**src/rtl/round_tracker_if.sv**
```systemverilog
// Judge-to-tracker result handshake.
// The judge drives valid/result; the tracker drives ready.
interface round_tracker_if;
  logic       result_valid;
  logic [1:0] result;
  logic       result_ready;

  modport master (
    output result_valid,
    output result,
    input  result_ready
  );

  modport slave (
    input  result_valid,
    input  result,
    output result_ready
  );
endinterface

```
**src/rtl/round_tracker.sv**
```systemverilog
// Round/win/lose score keeper feeding the game-end checker.
// Each accepted result is followed by one CHECK cycle that samples fin/printwinner.
module round_tracker #(
  parameter int MAX_ROUND = 8,
  parameter int CNT_W     = 4
) (
  input  logic             clk,
  input  logic             reset_n,
  input  logic             start,
  round_tracker_if.slave   bus,
  input  logic             fin,
  input  logic [1:0]       printwinner,
  output logic [CNT_W-1:0] round,
  output logic [CNT_W-1:0] win,
  output logic [CNT_W-1:0] lose,
  output logic             busy,
  output logic             game_over,
  output logic [1:0]       final_winner,
  output logic             err_pulse
);

  typedef enum logic [1:0] {
    S_IDLE,
    S_PLAY,
    S_CHECK,
    S_DONE
  } state_t;

  state_t           r_state;
  state_t           w_next;
  logic             w_ready;
  logic             w_accept;
  logic             w_legal;
  logic             w_start;
  logic             w_end;
  logic [CNT_W-1:0] r_round;
  logic [CNT_W-1:0] r_win;
  logic [CNT_W-1:0] r_lose;
  logic [1:0]       r_fw;
  logic             r_err;

  assign w_accept = bus.result_valid & w_ready;
  assign w_legal  = (bus.result != 2'b00);
  assign w_start  = start & ((r_state == S_IDLE) | (r_state == S_DONE));
  assign w_end    = fin | (r_round == CNT_W'(MAX_ROUND));

  always_ff @(posedge clk) begin
    if (!reset_n) r_state <= S_IDLE;
    else          r_state <= w_next;
  end

  always_comb begin
    w_next = r_state;
    unique case (r_state)
      S_IDLE:  if (start) w_next = S_PLAY;
      S_PLAY:  if (w_accept && w_legal) w_next = S_CHECK;
      S_CHECK: w_next = w_end ? S_DONE : S_PLAY;
      S_DONE:  if (start) w_next = S_PLAY;
      default: w_next = S_IDLE;
    endcase
  end

  always_comb begin
    w_ready   = 1'b0;
    busy      = 1'b0;
    game_over = 1'b0;
    unique case (r_state)
      S_IDLE:  ;
      S_PLAY:  begin w_ready = 1'b1; busy = 1'b1; end
      S_CHECK: busy = 1'b1;
      S_DONE:  game_over = 1'b1;
      default: ;
    endcase
  end

  // Illegal results are consumed but only flagged; counters stay put.
  always_ff @(posedge clk) begin
    if (!reset_n) begin
      r_round <= '0;
      r_win   <= '0;
      r_lose  <= '0;
      r_fw    <= 2'b00;
      r_err   <= 1'b0;
    end else begin
      r_err <= w_accept & ~w_legal;
      if (w_start) begin
        r_round <= '0;
        r_win   <= '0;
        r_lose  <= '0;
        r_fw    <= 2'b00;
      end else if (w_accept && w_legal) begin
        r_round <= r_round + 1'b1;
        if (bus.result == 2'b10) r_win  <= r_win + 1'b1;
        if (bus.result == 2'b11) r_lose <= r_lose + 1'b1;
      end else if (r_state == S_CHECK && w_end) begin
        r_fw <= printwinner;
      end
    end
  end

  assign bus.result_ready = w_ready;
  assign round            = r_round;
  assign win              = r_win;
  assign lose             = r_lose;
  assign final_winner     = r_fw;
  assign err_pulse        = r_err;

endmodule

```
**src/flat_wrapper.sv**
```systemverilog
// flat-port wrapper written by rule: the top's interface ports become plain ports
module round_tracker_flat 
#(
  parameter int MAX_ROUND = 8,
  parameter int CNT_W     = 4
)
  (clk, reset_n, start, fin, printwinner, round, win, lose, busy, game_over, final_winner, err_pulse, bus_result_valid, bus_result, bus_result_ready);
  round_tracker_if bus_i ();
  input  logic clk;
  input  logic reset_n;
  input  logic start;
  input  logic fin;
  input  logic [1:0] printwinner;
  output logic [CNT_W-1:0] round;
  output logic [CNT_W-1:0] win;
  output logic [CNT_W-1:0] lose;
  output logic busy;
  output logic game_over;
  output logic [1:0] final_winner;
  output logic err_pulse;
  input wire logic [$bits(bus_i.result_valid)-1:0] bus_result_valid;
  input wire logic [$bits(bus_i.result)-1:0] bus_result;
  output wire logic [$bits(bus_i.result_ready)-1:0] bus_result_ready;
  assign bus_i.result_valid = bus_result_valid;
  assign bus_i.result = bus_result;
  assign bus_result_ready = bus_i.result_ready;
  round_tracker #(.MAX_ROUND(MAX_ROUND), .CNT_W(CNT_W)) u_core (.clk(clk), .reset_n(reset_n), .start(start), .bus(bus_i), .fin(fin), .printwinner(printwinner), .round(round), .win(win), .lose(lose), .busy(busy), .game_over(game_over), .final_winner(final_winner), .err_pulse(err_pulse));
endmodule
```
**config.mk**
```make
export PLATFORM = sky130hd
export DESIGN_NAME = round_tracker_flat
export DESIGN_NICKNAME = d
export VERILOG_FILES = /design/src/rtl/round_tracker_if.sv /design/src/rtl/round_tracker.sv /design/src/flat_wrapper.sv
export SDC_FILE = /design/constraint.sdc
export NUM_CORES = 1
export LEC_CHECK = 0
export BUFFER_PORTS_ARGS = -buffer_cell sky130_fd_sc_hd__buf_2
export CAP_MARGIN = 30
export CORE_AREA = 2 2 55 57
export DETAILED_ROUTE_END_ITERATION = 7
export DIE_AREA = 0 0 57 59
export PLACE_DENSITY = 0.61
export SYNTH_ARGS = -nofsm -noshare
export SYNTH_HDL_FRONTEND = slang
export SYNTH_SLANG_ARGS = --single-unit
```
**constraint.sdc**
```tcl
create_clock -name clk -period 1.5 [get_ports clk]
set_input_delay 0.3 -clock clk [delete_from_list [all_inputs] [get_ports clk]]
set_output_delay 0.3 -clock clk [all_outputs]
set_load 0.02 [all_outputs]
```
==> reports/qor.yml <==
status:
  outcome: "completed"
sta:
  hold_violations: 0
  finalCriticalPeriod_ns: 1.43
  post-route-period-util_pct: 95.3
  timing.slew.headroom_pct: 79.1
  rsz0062_at_grt: "false"
  hold_ws_ns: 0.252
  fmax_ghz: 0.700
  setup_viol: 0
  slew_viol_final: 0
  setup-tns-final_ns: 0
  tightest_slew_ns: 0.310
  fin_skew_ns: 0.00220
cts:
  cts_tree: "done"
  cts_buffers: 3
  clock_path_buffers: 2
  numClockSinks: 17
  path_clk_slew_ns: 0.09
  postCtsHoldBufs: 0
  htreeDepth: 1
  clk_latency_ns: 0.29
  ctsRootBufferMaster: "clkbuf_4"
synthesis:
  yosysTopAreaCellShare_pct: 40.8
  synth_compound_area_share_pct: 16.2
  synth_edf_count: 0
  synth_top_family_by_area: "simple AND/OR/NAND/NOR gates"
  synth-simple-area-share_pct: 18.3
  netlist_top_cells_count: "17 x dfxtp_1, 9 x inv_1, 9 x nand2_1"
  syn_avg_cell_area_um2: 8.97
  synth_cell_types: 26
  yosysTopAreaCell: "dfxtp_1"
  netlist_area_um2: 835
  synth-seq-cells: 17
  ys_seq_area_share_pct: 40.8
  async_flop_share_pct: 0
  yosysMostFrequentCell: "dfxtp_1"
  syn-num-nets: 109
  synth_xor_area_share_pct: 3.15
  yosys.area_share.adder_pct: 10.5
  yosysWarnings: 0
  netlist_instances: 93
  synthMuxAreaShare_pct: 6.00
  synthTopCellsByArea: "dfxtp_1 41%, ha_1 10%, mux2i_1 6.0%, a21oi_1 4.8%, inv_1 4.0%"
  synthFlopType: "dfxtp_1"
critical_path:
  start_kind: "flop"
  critPathMaxStageDelay_ns: 0.34
  path_common_cell: "inv_1"
  critPathSlowestCell: "dfxtp_2"
  critPathRequiredTime_ns: 1.20
  path_class: "flop to primary output"
  cp_max_fo: 3
  path_delay_family: "flip-flops"
  cp.arrival_ns: 1.13
  end_kind: "primary output"
  cp_num_buf_inv: 3
  path_cells: "inv_1 > ha_4 > inv_1 > buf_4"
floorplanning:
  die_height_um: 59
  ios: 27
  fp.coreArea_mm2: 0.00271
  start_util_pct: 30.8
  dieWidth_um: 57
  rows: 19
  die_area_mm2: 0.00336
pwr:
  p_per_area_mw_per_mm2: 1010
  p_clk_share_pct: 21.0
  seq_power_share_pct: 43.6
  p_sw_uw: 373
  switching_share_pct: 32.5
  finalPower_mw: 1.15
  comb_power_share_pct: 35.4
  p_leak_nw: 0.525
  ir_worst_vdd_v: 0.000692
  p_int_uw: 776
detailed_routing:
  drc: 0
  num_vias: 762
  ant_nets: 0
  drt_iter0_drc: 18
  wl_per_cell_um: 11.1
  dr.pass1.iters: 4
  drt_wl_total_mm: 1.79
  vias_per_cell: 4.73
final_layout:
  nFillCells: 292
  n_antenna_cell: 0
  finalNonFillerCells: 161
  final_nets: 147
  drive_gt1_share_pct: 33.8
  final_util_pct: 42.0
  area_growth_syn_to_layout_pct: 36.4
grt:
  track_usage_pct: 11.5
  grt_max_degree: 13
  overflow: 0
  grt_pass1_vias: 712
  antenna_found_initial: 0
  grt_first_pass_wirelength_mm: 3.02
placed_design:
  dp_hpwl_mm: 1.44
  port_buffers: 26
  dp.cells: 154
  gp_congestion: 0.784
flow_run:
  maxCapViolCount: 0
worst_hold_path:
  hp-class: "primary input to flop"
==> through the flow <==
stage               area (um2)  worst slack [ns]
floorplan                  850            0.0150
global placement          1060             0.109
detailed placement        1060            0.0549
CTS                       1090           0.00773
global route              1140           0.00226
finish                    1140            0.0706
==> cell families after synthesis <==
| family | Yosys count |
|---|---|
| flip-flops | 17 |
| adder cells (fa/ha/maj) | 7 |
| AND/OR/NAND/NOR | 29 |
| AO/OA/AOI/OAI | 21 |
| XOR/XNOR | 3 |
| multiplexers | 5 |
| buffers and inverters | 11 |
==> tightest hold or removal path, delay by kind of cell <==
| kind | cells | cell delay [ns] |
|---|---|---|
| multiplexers | 1 | 0.06 |
| AND/OR/NAND/NOR | 1 | 0.04 |
| buffers and inverters | 1 | 0.09 |
==> state kept, by name, summed over array words and instances (netlist names) <==
register and flops:
u_core.round 4, u_core.lose 4, u_core.err_pulse 1, u_core.final_winner 2, u_core.r_state 2, u_core.win 4
==> final timing paths <==
check	start	endpoint	slack, ns	cells after the start
worst max-delay path	u_core.r_state[0]	busy	0.07	4
worst max register to register	u_core.r_state[0]	u_core.lose[3]	0.13	5
worst min-delay path	printwinner[0]	u_core.final_winner[0]	0.25	3
worst min register to register	u_core.final_winner[0]	u_core.final_winner[0]	0.46	2
==> layout by cell type (no fill, tap or decap), drive strengths merged, types with 4 or more instances in the layout <==
cell type,count
nor2,6
a21oi,8
o21ai,6
mux2i,5
inv,9
or3,5
dfxtp,17
ha,7
clkbuf,4
nand2,9
buf,35
==> layout make-up <==
cell class	count	area, um2	share of cell area, %
clock buffer	4	26.3	2.31
sequential	17	343	30.1
multi-input combinational	65	484	42.5
inverter	9	33.8	2.97
tap	31	38.8	3.41
timing repair buffer	35	213	18.7
==> metal layers <==
| layer | vias to the layer above | GRT usage [%] | part of all wire (%) |
|---|---|---|---|
| met2 | 14 | 21.2 | 50 |
| met4 | 0 | 0.997 | 0 |
| li1 | 395 | - | - |
| met1 | 353 | 13.1 | 45 |
| met5 | - | 0 | 0 |
| met3 | 0 | 4.59 | 4.3 |
==> power groups by stage <==
stage / Clock [mW] / Combinational [mW] / Sequential [mW]
floorplan: 0 / 0.214 / 0.516
global placement: 0 / 0.346 / 0.502
detailed placement: 0 / 0.357 / 0.504
CTS: 0.255 / 0.365 / 0.495
global route: 0.279 / 0.450 / 0.505
finish: 0.242 / 0.407 / 0.500
==> what timing repair did <==
item	CTS	global route
endpoints found under the setup margin	1	8
hold endpoints to repair	0	0
pin swaps	0	5
gates resized for setup	2	3
setup buffers	0	3
Power figures use the tool's default switching activity.
